==> config.mk <==
export PLATFORM = sky130hd
export DESIGN_NAME = sig_pulse_stretch_mc
export DESIGN_NICKNAME = d
export VERILOG_FILES = /design/src/rtl/sig_pulse_stretch_mc.sv
export SDC_FILE = /design/constraint.sdc
export NUM_CORES = 1
export LEC_CHECK = 0
export ABC_AREA = 1
export ABC_CLOCK_PERIOD_IN_PS = 3100
export CAP_MARGIN = 20
export CORE_MARGIN = 4
export CORE_UTILIZATION = 58
export DETAILED_ROUTE_END_ITERATION = 8
export GPL_TIMING_DRIVEN = 0
export MAX_ROUTING_LAYER = met4
export PLACE_DENSITY = 0.95
export SKIP_LAST_GASP = 1
export SLEW_MARGIN = 0
export SYNTH_ARGS = -nofsm -noshare
export SYNTH_HDL_FRONTEND = slang
export SYNTH_SLANG_ARGS = --single-unit
export TNS_END_PERCENT = 5
==> constraint.sdc <==
create_clock -name clk -period 3.1 [get_ports clk]
set_clock_uncertainty 0.2 [all_clocks]
set_input_delay 0.775 -clock clk [delete_from_list [all_inputs] [get_ports clk]]
set_output_delay 0.775 -clock clk [all_outputs]
set_load 0.02 [all_outputs]
==> src/rtl/sig_pulse_stretch_mc.sv <==
// sig_pulse_stretch_mc
// Multi-channel registered signal path: each channel runs through a DELAY-stage
// pipeline and then either passes straight through or drives an edge-triggered
// pulse stretcher that guarantees STRETCH-cycle-wide output pulses.
module sig_pulse_stretch_mc #(
  parameter int CH      = 4,
  parameter int DELAY   = 2,
  parameter int STRETCH = 4,
  parameter bit RETRIG  = 1'b1
) (
  input  logic          clk,
  input  logic          rst_n,
  input  logic          en,
  input  logic [1:0]    mode,
  input  logic          clr_miss,
  input  logic [CH-1:0] in_signal,
  output logic [CH-1:0] out_signal,
  output logic [CH-1:0] busy,
  output logic [CH-1:0] miss
);

  localparam int CW = $clog2(STRETCH + 1);
  localparam logic [CW-1:0] LOAD = CW'(STRETCH);

  localparam logic [1:0] MODE_PASS = 2'b00;
  localparam logic [1:0] MODE_RISE = 2'b01;
  localparam logic [1:0] MODE_FALL = 2'b10;
  localparam logic [1:0] MODE_ANY  = 2'b11;

  logic [CH-1:0]         pipe [DELAY];
  logic [CH-1:0]         d;
  logic [CH-1:0]         prev;
  logic [DELAY:0]        primed;
  logic [CH-1:0]         rise;
  logic [CH-1:0]         fall;
  logic [CH-1:0]         edge_hit;
  logic [CH-1:0]         stretch_on;
  logic [CH-1:0]         miss_set;
  logic [CH-1:0][CW-1:0] cnt;
  logic [CH-1:0][CW-1:0] cnt_nxt;

  assign d = pipe[DELAY-1];

  // Input pipeline plus the previous-sample stage; shifts every cycle and
  // tracks which stages hold real post-reset samples so reset release alone
  // never looks like an edge.
  always_ff @(posedge clk or negedge rst_n) begin
    if (!rst_n) begin
      for (int k = 0; k < DELAY; k++) begin
        pipe[k] <= '0;
      end
      prev   <= '0;
      primed <= '0;
    end else begin
      pipe[0] <= in_signal;
      for (int k = 1; k < DELAY; k++) begin
        pipe[k] <= pipe[k-1];
      end
      prev   <= d;
      primed <= {primed[DELAY-1:0], 1'b1};
    end
  end

  // Edge selection and next counter value per channel.
  always_comb begin
    rise       = d & ~prev & {CH{primed[DELAY]}};
    fall       = ~d & prev & {CH{primed[DELAY]}};
    edge_hit   = '0;
    cnt_nxt    = cnt;
    miss_set   = '0;
    stretch_on = '0;
    case (mode)
      MODE_RISE: edge_hit = rise;
      MODE_FALL: edge_hit = fall;
      MODE_ANY:  edge_hit = rise | fall;
      default:   edge_hit = '0;
    endcase
    for (int c = 0; c < CH; c++) begin
      if (mode == MODE_PASS || !en) begin
        cnt_nxt[c] = '0;
      end else if (edge_hit[c] && (cnt[c] == '0 || RETRIG)) begin
        cnt_nxt[c] = LOAD;
      end else if (edge_hit[c]) begin
        cnt_nxt[c]  = cnt[c] - CW'(1);
        miss_set[c] = 1'b1;
      end else if (cnt[c] != '0) begin
        cnt_nxt[c] = cnt[c] - CW'(1);
      end
      stretch_on[c] = (cnt_nxt[c] != '0);
    end
  end

  // Counter, output, busy and sticky miss registers.
  always_ff @(posedge clk or negedge rst_n) begin
    if (!rst_n) begin
      cnt        <= '0;
      out_signal <= '0;
      busy       <= '0;
      miss       <= '0;
    end else begin
      cnt        <= cnt_nxt;
      busy       <= stretch_on;
      out_signal <= (mode == MODE_PASS) ? d : stretch_on;
      miss       <= (clr_miss ? '0 : miss) | miss_set;
    end
  end

endmodule

==> impl_results.md <==
* Final worst path period need at 2261 ps
* CP startpoint kind: flip-flop
* NumNets Final at 232
* CP bufs+invs at 1
* Status: completed
* Initial DRC Count at 43
* Final setup violation count at 0
* FF/Latch Area at 875.8 um2
* Largest net degree at the start of global routing at 36
* Fmax at 0.4423 GHz
* Root buffer cell: clkbuf_4
* P&R area growth vs syn at 16.04%
* Peak VDD IR at 0.4712 mV
* Crit Path Category: flip-flop to primary output
* Dpl hpwl at 1980 um
* Worst-path clk slew at 110 ps
* RD Place Congestion at 0.7694
* Max_cap viols at 0
* Crit. path cell count at 1
* Multi-input logic area at 551.8 um2
* CTS max path bufs at 2
* Antenna Violating Nets Remaining at 0
* CP arrival at 1290 ps
* Final period util at 0.7293
* Yosys warns at 0
* Cell variety after synth at 18
* CP max stage delay at 610 ps
* CP max stage cell: clkdlybuf4s50_1
* Worst-Margin Slew at 736.0 ps
* Die extent in y at 61.02 um
* Metal3 WL at 144 um
* Worst hold path class: flip-flop to flip-flop
* First-pass GRT wire length at 4547 um
* CTS buffer count at 5
* Met2 Routed Length at 1261 um
* Initial antenna violation count at 0
* WL/cell at 10.75 um
* Setup TNS at 0 ps
* Core area at 2567 um2
* Congestion Overflow GR at 0
* WHS Path Cells at 0
* RSZ-0062 raised after global routing: no
* Internal reg-to-reg setup slack at 1290 ps
* Crit path max fanout at 1
* Post-Syn Area at 1630 um2
* Power Total at 1028 uW
* Gr usage total at 0.1785
* Sink Count at 35
* Worst Reg2Reg Path Length in Cells at 9
* Drt total wl at 2590 um
* Die area at 3723 um2
* PortBufs at 16
* ANT cells at 0
* Top Metal Used: met4
* Via count at 1,097
* Req. time, crit path at 2120 ps
* Dpl ws at 688.0 ps
* Rel. slew slack at 0.5094
* Clk Latency, worst-skew pair at 340 ps
* Die W at 61.02 um
* TritonCTS clock tree: yes
* Leakage at 0.001116 uW
* Htree depth at 2
* Post-CTS Hold Buffers at 0
* Crit path max-delay family: buffers and inverters
* Fill cells at 215
* Final worst slack at 839.1 ps
* Cell Count, Final, Fillers Out at 241
* Crit path cell chain: clkdlybuf4s50_1
* Post-CTS Resized at 0
* Met1 wire length at 1120 um
* Starting Density at 0.6350
* Yosys reg bits at 35
* Pre-antenna DRT Iters at 4
* Hold Violations, Final at 0
* Core Util, Final at 0.7368
* Inst Count DP at 233
* Critical Path End Type: primary output
* Post-synthesis sequential area ratio at 0.5372
* Routed vias/inst at 4.552
* Post-Syn Area per Cell at 8.860 um2
* DRC at 0
* Num ports at 22
* Final Max Slew Viols at 0
* Post-CTS Setup Inserts at 0
* Share of layout cells above drive strength 1 at 0.1232
* Post-Syn Instances at 184
* Vias in the first global route at 1,106
* Row count at 18
* PwrDens at 543.7 nW/um2
* Most frequent cells in the layout: inv_1 (44), nand2_1 (44), dfrtp_1 (35)
==> worst paths after layout <==
kind | start | endpoint
worst min-delay path | primed[1] | primed[2]
min in group asynchronous | rst_n | d[2]
max in group asynchronous | rst_n | cnt[10]
worst max register to register | cnt[0] | out_signal[0]
worst max-delay path | out_signal[3] | out_signal[3]
worst min register to register | primed[1] | primed[2]
==> final cells by class <==
| class | instances | share of cell area |
|---|---|---|
| plain buffers | 5 | 0.02183 |
| clock buffers | 5 | 0.01984 |
| clock inverters | 3 | 0.01058 |
| inverters | 46 | 0.09127 |
| multi-input cells | 101 | 0.2917 |
| flip-flops and latches | 35 | 0.4630 |
| well taps | 30 | 0.01984 |
| repair buffers | 16 | 0.08201 |
==> stage by stage <==
stage / cell area [um2] / hold slack [ps]
final: 1892 / 158.8
after global routing: 1892 / 172.8
after CTS: 1892 / 160.8
after detailed placement: 1834 / 134.7
after global placement: 1839 / 131.6
after floorplan: 1642 / 131.2
==> metal layers <==
metal,GRT usage,vias to the layer above
met2,0.2718,23
met4,0.08359,0
met5,-,-
met3,0.07338,9
met1,0.2055,489
li1,-,576
==> power by group <==
group	leakage, uW	total, uW	internal [uW]	switching, uW
sequential	0.000442	519	502	17.6
combinational	0.000647	269	111	158
clock	0.0000272	240	86.5	154
==> cells by family (layout without fill, tap and decap cells) <==
| group | after synthesis | after routing | synth area share |
|---|---|---|---|
| other | 2 | 5 | 0.004606 |
| adder cells (fa/ha/maj) | 12 | 12 | 0.09209 |
| flip-flops | 35 | 35 | 0.5372 |
| AO/OA/AOI/OAI | 11 | 11 | 0.04758 |
| buffers and inverters | 51 | 75 | 0.1312 |
| AND/OR/NAND/NOR | 73 | 73 | 0.1873 |
==> cells in the mapped netlist <==
cell type	n	share of area
inv_1	44	0.10
nand2_1	44	0.10
dfrtp_1	35	0.54
nor2_1	13	0.030
ha_1	12	0.092
nor3_1	6	0.018
nor2_2	5	0.019
buf_4	4	0.018
nand3_1	4	0.012
a21oi_1	3	0.0092
o21ai_0	3	0.0092
o21ai_2	3	0.016
conb_1	2	0.0046
inv_2	2	0.0046
buf_6	1	0.0069
nand3_2	1	0.0061
o21ai_1	1	0.0031
o21ai_4	1	0.010
==> registers in the layout, summed over array words and instances, names as in the netlist <==
| signal | count |
|---|---|
| busy | 4 |
| out_signal | 4 |
| pipe | 4 |
| d | 4 |
| cnt | 12 |
| prev | 4 |
| primed | 3 |
Note: power is estimated with default switching activity, not from simulation.
